==> config.mk <==
export PLATFORM = sky130hd
export DESIGN_NAME = vram_arbiter
export DESIGN_NICKNAME = d
export VERILOG_FILES = /design/src/rtl/vram_arbiter.sv
export SDC_FILE = /design/constraint.sdc
export NUM_CORES = 1
export LEC_CHECK = 0
export ABC_CLOCK_PERIOD_IN_PS = 6040
export CAP_MARGIN = 10
export CORE_MARGIN = 4
export CORE_UTILIZATION = 26
export CTS_CLUSTER_SIZE = 24
export DETAILED_ROUTE_END_ITERATION = 8
export PLACE_DENSITY = 0.57
export SETUP_SLACK_MARGIN = 0.5
export SYNTH_ARGS = -nofsm -noshare
export SYNTH_HDL_FRONTEND = slang
export SYNTH_SLANG_ARGS = --single-unit
==> constraint.sdc <==
create_clock -name clk -period 6.04 [get_ports clk]
set_input_delay 1.208 -clock clk [delete_from_list [all_inputs] [get_ports clk]]
set_output_delay 1.208 -clock clk [all_outputs]
set_load 0.05 [all_outputs]
==> src/rtl/vram_arbiter.sv <==
// VRAM arbiter: one access per clock among LCD fetch (absolute priority), CPU and DMA (round-robin).
// Two-stage pipeline: issue drives the RAM combinationally, complete uses the registered owner tag.
module vram_arbiter #(
   parameter int ADDR_W = 13,
   parameter int DATA_W = 8
) (
   input  logic              clk,
   input  logic              reset_n,
   input  logic              lcd_req,
   input  logic [ADDR_W-1:0] lcd_addr,
   output logic [DATA_W-1:0] lcd_data,
   output logic              lcd_valid,
   input  logic              cpu_req,
   input  logic              cpu_we,
   input  logic [ADDR_W-1:0] cpu_addr,
   input  logic [DATA_W-1:0] cpu_wdata,
   output logic [DATA_W-1:0] cpu_rdata,
   output logic              cpu_ack,
   input  logic              dma_req,
   input  logic [ADDR_W-1:0] dma_addr,
   input  logic [DATA_W-1:0] dma_wdata,
   output logic              dma_ack,
   output logic [ADDR_W-1:0] ram_addr,
   output logic              ram_we,
   output logic [DATA_W-1:0] ram_wdata,
   input  logic [DATA_W-1:0] ram_rdata,
   output logic              lcd_overrun,
   input  logic              overrun_clr
);

   // owner tag | meaning
   // OWN_NONE  | no access issued / completing
   // OWN_LCD   | LCD fetch in flight
   // OWN_CPU   | CPU read or write in flight
   // OWN_DMA   | DMA write in flight
   typedef enum logic [1:0] {OWN_NONE, OWN_LCD, OWN_CPU, OWN_DMA} owner_t;

   owner_t            r_tag;
   owner_t            w_win;
   logic              r_lcd_pend;
   logic [ADDR_W-1:0] r_lcd_paddr;
   logic [ADDR_W-1:0] r_last_addr;
   logic              r_rr_dma;
   logic              r_s1_rd;
   logic [DATA_W-1:0] r_lcd_data;
   logic [DATA_W-1:0] r_cpu_rdata;
   logic              r_overrun;
   logic              w_lcd_issue;
   logic              w_cpu_el;
   logic              w_dma_el;

   // Gating with reset_n makes ram_we drop asynchronously while reset is held.
   assign w_lcd_issue = r_lcd_pend & reset_n;
   assign w_cpu_el    = cpu_req & reset_n & (r_tag != OWN_CPU);
   assign w_dma_el    = dma_req & reset_n & (r_tag != OWN_DMA);

   always_comb begin
      w_win     = OWN_NONE;
      ram_addr  = r_last_addr;
      ram_we    = 1'b0;
      ram_wdata = '0;
      if (w_lcd_issue)
         w_win = OWN_LCD;
      else if (w_cpu_el && w_dma_el)
         w_win = r_rr_dma ? OWN_DMA : OWN_CPU;
      else if (w_cpu_el)
         w_win = OWN_CPU;
      else if (w_dma_el)
         w_win = OWN_DMA;
      case (w_win)
         OWN_LCD: ram_addr = r_lcd_paddr;
         OWN_CPU: begin
            ram_addr  = cpu_addr;
            ram_we    = cpu_we;
            ram_wdata = cpu_wdata;
         end
         OWN_DMA: begin
            ram_addr  = dma_addr;
            ram_we    = 1'b1;
            ram_wdata = dma_wdata;
         end
         default: ;
      endcase
   end

   always_ff @(posedge clk or negedge reset_n) begin
      if (!reset_n) begin
         r_tag       <= OWN_NONE;
         r_lcd_pend  <= 1'b0;
         r_lcd_paddr <= '0;
         r_last_addr <= '0;
         r_rr_dma    <= 1'b0;
         r_s1_rd     <= 1'b0;
         r_lcd_data  <= '0;
         r_cpu_rdata <= '0;
         r_overrun   <= 1'b0;
      end else begin
         r_tag   <= w_win;
         r_s1_rd <= (w_win == OWN_CPU) && !cpu_we;
         if (w_win != OWN_NONE)
            r_last_addr <= ram_addr;
         if (w_win == OWN_CPU)
            r_rr_dma <= 1'b1;
         else if (w_win == OWN_DMA)
            r_rr_dma <= 1'b0;
         if (lcd_req) begin
            r_lcd_pend  <= 1'b1;
            r_lcd_paddr <= lcd_addr;
         end else if (w_lcd_issue) begin
            r_lcd_pend <= 1'b0;
         end
         // A new collision wins over a simultaneous clear.
         if (lcd_req && r_lcd_pend && !w_lcd_issue)
            r_overrun <= 1'b1;
         else if (overrun_clr)
            r_overrun <= 1'b0;
         if (r_tag == OWN_LCD)
            r_lcd_data <= ram_rdata;
         if (r_tag == OWN_CPU && r_s1_rd)
            r_cpu_rdata <= ram_rdata;
      end
   end

   assign lcd_valid   = (r_tag == OWN_LCD);
   assign cpu_ack     = (r_tag == OWN_CPU);
   assign dma_ack     = (r_tag == OWN_DMA);
   assign lcd_data    = lcd_valid ? ram_rdata : r_lcd_data;
   assign cpu_rdata   = (cpu_ack && r_s1_rd) ? ram_rdata : r_cpu_rdata;
   assign lcd_overrun = r_overrun;

endmodule
Word-level counts from Yosys, hierarchy flattened
Index checks and enable logic that the tools add are counted.
{ "classes": {"mux": 16, "eq_ne": 8, "n_bitwise": 5, "n_reduce_logical": 11} }
{ "ops": {"columns": ["operator", "n"], "rows": [
  ["13-bit case mux with 3 select lines", 1],
  ["8-bit two-way mux", 2],
  ["8-bit case mux with 2 select lines", 1],
  ["2-bit == test, second input constant", 4],
  ["2-bit two-way mux", 4],
  ["2-bit nonzero test", 4],
  ["1-bit two-way mux", 7],
  ["1-bit bitwise AND", 5],
  ["1-bit logical AND", 5],
  ["2-bit by 1-bit == test with 1-bit output, second input constant", 2],
  ["2-bit inequality test, second input constant", 2],
  ["1-bit logical NOT", 2],
  ["1-bit case mux with 2 select lines", 1]
]} }
{ "word_totals": {"elab_cells": 49, "output_inout_bits": 42, "input_bits": 70, "register_bits": 48} }

Logic depth before layout (Yosys ltp)
{ "logic_depth": {"depth_word": 9, "mapped_depth": 6, "depth_no_buf": 4} }

Worst setup path before layout
No wires, ideal clock.
{ "synth_timing": {"path_type": "input -> output", "startpoint": "input dma_req", "endpoint": "output ram_we", "n_path_buf": 2, "setup_slack_ns": 1.873, "path_stages": 5, "arrival_ns": 2.959, "t_required_ns": 4.832, "path_cell_list": "a21bo_2 -> a2111oi_4 -> buf_4 -> buf_4 -> a21boi_1"} }
{ "synth_between": {"elab_chain_len": 8, "elab_cells_between_ends": 10, "cone_classes": "2 x eq/ne; 5 x mux; 2 x bitwise; 1 x reduce/logical"} }
{ "synth_rtl": {"columns": ["element", "line", "source"], "rows": [
  ["from (decl)", "19", "input logic dma_req,"],
  ["1-bit bitwise AND * (2 in a row)", "55", "assign w_dma_el = dma_req & reset_n & (r_tag != OWN_DMA);"],
  ["2-bit two-way mux", "68", "else if (w_dma_el)"],
  ["2-bit two-way mux", "66", "else if (w_cpu_el)"],
  ["2-bit two-way mux *", "64", "else if (w_cpu_el && w_dma_el)"],
  ["2-bit two-way mux *", "62", "if (w_lcd_issue)"],
  ["named net w_win[1]", "39", "owner_t w_win;"],
  ["2-bit == test", "70", "case (w_win)"],
  ["1-bit case mux with 2 select lines *", "70", null],
  ["to (decl)", "24", "output logic ram_we,"]
]} }
The timed path passes the listed nets; every way through them passes the cells marked *.

Worst setup path in the final report
{ "layout_timing": {"startpoint": "input dma_req", "endpoint": "output ram_addr[7]"} }
{ "layout_between": {"elab_chain_len": 8, "elab_cells_between_ends": 11, "cone_classes": "3 x eq/ne; 5 x mux; 2 x bitwise; 1 x reduce/logical"} }
{ "layout_rtl": {"columns": ["element", "line", "source"], "rows": [
  ["1-bit bitwise AND * (2 in a row)", "55", null],
  ["2-bit two-way mux", "68", null],
  ["2-bit two-way mux", "66", null],
  ["2-bit two-way mux *", "64", null],
  ["2-bit two-way mux *", "62", null],
  ["2-bit == test or 2-bit by 1-bit == test with 1-bit output (tied branches)", "70", null],
  ["13-bit case mux with 3 select lines *", "70", null],
  ["to (decl)", "23", "output logic [ADDR_W-1:0] ram_addr,"]
]} }
Mark *: on every way between the ends. The rest lies on a longest branch, timed or not.

==> metrics.md <==
| Metric | Value |
|---|---|
| Post-Synth XOR/XNOR Area | `0` |
| Synthesized-area fraction occupied by adder cells | `0` |
| Final HPWL DP | `5.05 mm` |
| Main combinational cell family by area after synthesis | `compound AO/OA/AOI/OAI gates` |
| Initial Util | `0.267` |
| Max IR drop VDD | `0.119 mV` |
| Final Power | `1.00 mW` |
| Worst-path cell chain | `clkdlybuf4s50_1 > a21boi_2 > o311ai_1 > a222oi_1 > nand2_1 > clkdlybuf4s50_1` |
| Synthesized cell area | `0.00231 mm2` |
| Largest net degree at the start of global routing | `44` |
| Post-Syn Nets | `259` |
| Post-synth EDFFs | `0` |
| Vias in the first global route | `2085` |
| Final setup vio count | `0` |
| Fin util | `0.418` |
| Complex-gate fraction of the synthesized area | `0.165` |
| Hold Path Class | `flip-flop to flip-flop` |
| Detailed Route Iter0 Violations | `107` |
| Sink Count | `48` |
| CP max FO | `9` |
| Via density | `4.86` |
| GPL Wtd Cong | `0.744` |
| Max-slew headroom | `0.257` |
| Sw Share | `0.352` |
| Fmax achieved | `0.190 GHz` |
| Fillers | `861` |
| GRT overflow | `0` |
| Worst-Margin Slew | `1100 ps` |
| Number of buffers added on ports | `111` |
| Static Leak | `1.48 nW` |
| DR pass1 iterations | `4` |
| Final WL | `6.66 mm` |
| Post-synth top area cell | `dfrtp_1` |
| Number of CTS-inserted buffers | `5` |
| Avg WL per Cell | `16.4 um` |
| Yosys Warn Count | `0` |
| Clk_skew | `9.66 ps` |
| Post-synth top flop | `dfrtp_1` |
| Status | `finished, final reports clean` |
| Mapped Cells | `189` |
| Top cell family by delay on the critical path | `compound AO/OA/AOI/OAI gates` |
| Combinational group share of total power | `0.379` |
| Final hold viol count | `0` |
| Antenna Nets Post-Route | `0` |
| Synthesis-stage register bit count | `48` |
| Mux share of post-synthesis cell area | `0.141` |
| Slowest cell on crit path | `o311ai_1` |
| CP peak stage delay | `920 ps` |
| Pint | `0.649 mW` |
| TritonCTS clock tree | `yes` |
| Clock power share | `0.237` |
| Critical path arrival | `4060 ps` |
| Initial antenna violation count | `1` |
| Share of cells above drive strength 1 | `0.158` |
| CTS H-Tree Depth | `2` |
| Die Height | `102 um` |
| Die area | `0.0105 mm2` |
| # rows | `34` |
| Reg area | `0.00120 mm2` |
| Tcrit/Tclk final | `0.872` |
| Die width | `102 um` |
| Clock transition at path regs | `80 ps` |
| Most frequent CP cell | `clkdlybuf4s50_1` |
| First-pass GRT wire length | `10.6 mm` |
| Period minus WS final | `5270 ps` |
| Fin nets | `367` |
| Max Buffers Root-to-Sink | `2` |
| Setup Total Neg Slack | `0 ps` |
| Worst Setup End Kind | `primary output` |
| Core Box Area | `0.00868 mm2` |
| Largest cells by area after synthesis | `dfrtp_1 (52%), mux2_2 (14%), o32a_1 (5.2%), a222oi_1 (3.0%), a22o_1 (3.0%)` |
| Slew Viols, Final | `0` |
| RSZ-0062 raised after global routing | `false` |
| Maxcap violations | `0` |
| Required time of the critical path | `4830 ps` |
| Multi-input gate area | `0.00103 mm2` |
| PD cells | `276 mW/mm2` |
| Syn-to-layout area delta | `56.8%` |
| Seq pwr share | `0.384` |
| Share of Yosys cell area claimed by the top area cell type | `0.519` |
| Vias | `1974` |
| Residual DRC count | `0` |
| Ant. Diodes | `0` |
| Clk Latency, worst-skew pair | `300 ps` |
| CP Buf/Inv Count | `2` |
| Post-synthesis sequential area ratio | `0.519` |
| Avg Inst Size Synth | `12.2 um2` |
| GR Util All Layers | `0.131` |
| Asr flop ratio synth | `1.00` |
| Clk Tree Root Cell | `clkbuf_8` |
| Post-synthesis cell type count | `33` |
| Io pins | `112` |
| Crit path launch type | `input port` |
| Synth Area in Simple Gates | `0.137` |
| Switch Pwr | `0.352 mW` |
| WS Path Type | `input port to primary output` |
==> cells by family after synthesis <==
family,count (synthesis)
simple gates,54
flops,48
compound gates,41
mux,29
buf+inv,17
==> layout by cell type, fill, tap and decap left out, drive strengths merged, types with 2 or more instances in the layout <==
cell type | synthesis | routed
a21oi | 6 | 6
and3 | 7 | 7
a21boi | 2 | 2
buf | 7 | 4
clkinv | 0 | 2
inv | 4 | 4
nor2 | 2 | 2
and2 | 3 | 3
nand3 | 8 | 8
o32a | 12 | 12
nand2 | 15 | 15
dfrtp | 48 | 48
nor2b | 7 | 7
a22o | 8 | 8
clkdlybuf4s50 | 0 | 110
a222oi | 7 | 7
nand4 | 6 | 6
clkbuf | 6 | 5
mux2 | 29 | 29
==> stage by stage <==
stage          hold WS [ps]  std cells  worst slack (ps)  cell area [um2]
2_1_floorplan           461        189              1870             2310
3_3_place_gp            479        398               661             3510
3_5_place_dp            484        398               631             3510
4_1_cts                 505        406               614             3620
5_1_grt                 516        406               567             3630
6_report                500        406               772             3630
==> flip-flops by register name, summed over array words and instances (netlist names) <==
signal,count
r_s1_rd,1
r_tag,2
r_lcd_paddr,13
r_cpu_rdata,8
lcd_overrun,1
r_rr_dma,1
r_lcd_pend,1
r_last_addr,13
r_lcd_data,8
==> worst paths after layout <==
path,slack [ps],cells after the start,endpoint,startpoint
worst max-delay path,770,6,ram_addr[7],dma_req
worst min-delay path,500,1,r_cpu_rdata[0],r_cpu_rdata[0]
worst max register to register,4020,4,r_last_addr[7],r_tag[1]
worst min register to register,500,1,r_cpu_rdata[0],r_cpu_rdata[0]
max in group asynchronous,4370,2,r_lcd_data[0],reset_n
min in group asynchronous,810,1,r_lcd_paddr[2],reset_n
==> what timing repair did <==
| item | 4_1_cts | 5_1_grt |
|---|---|---|
| gates resized for setup | 0 | 1 |
| setup buffers | 0 | 0 |
| endpoints found under the setup margin | 0 | 6 |
| hold buffers | 0 | 0 |
==> cell type report <==
| type | instances | share of cell area |
|---|---|---|
| Sequential cell | 48 | 0.331 |
| Timing Repair Buffer | 114 | 0.311 |
| Multi-Input combinational cell | 124 | 0.284 |
| Tap cell | 108 | 0.0373 |
| Clock buffer | 5 | 0.0190 |
| Clock inverter | 3 | 0.0131 |
| Inverter | 4 | 0.00414 |
==> cell usage after synthesis, types with 2 or more instances <==
| cell | instances |
|---|---|
| and3_1 | 7 |
| and2_1 | 2 |
| a22o_1 | 8 |
| inv_1 | 4 |
| nor2b_1 | 7 |
| nand2_1 | 15 |
| nand3_1 | 8 |
| nor2_1 | 2 |
| a21oi_1 | 6 |
| clkbuf_1 | 6 |
| a222oi_1 | 7 |
| buf_2 | 3 |
| mux2_2 | 29 |
| dfrtp_1 | 48 |
| buf_4 | 3 |
| nand4_1 | 6 |
| o32a_1 | 12 |
==> power by group through the flow <==
stage	clock (mW)	combinational, mW	sequential [mW]
final	0.237	0.380	0.385
after global routing	0.263	0.403	0.391
after CTS	0.250	0.385	0.385
after detailed placement	0	0.384	0.392
after global placement	0	0.381	0.389
after floorplan	0	0.240	0.388
==> worst reg2reg max path, delay by kind of cell, from the launching register on <==
kind	cells	cell delay [ps]
AOI/OAI and AO/OA	1	220
DFF	1	460
and+or+nand+nor	3	1270
==> metal layers <==
metal	global-route usage	up-vias	share of wire
met3	0.0382	6	0.065
met1	0.166	972	0.43
met5	0	-	0.0011
li1	-	938	-
met2	0.220	56	0.50
met4	0.0303	2	0.0071
(Power assumes the default switching activity.)
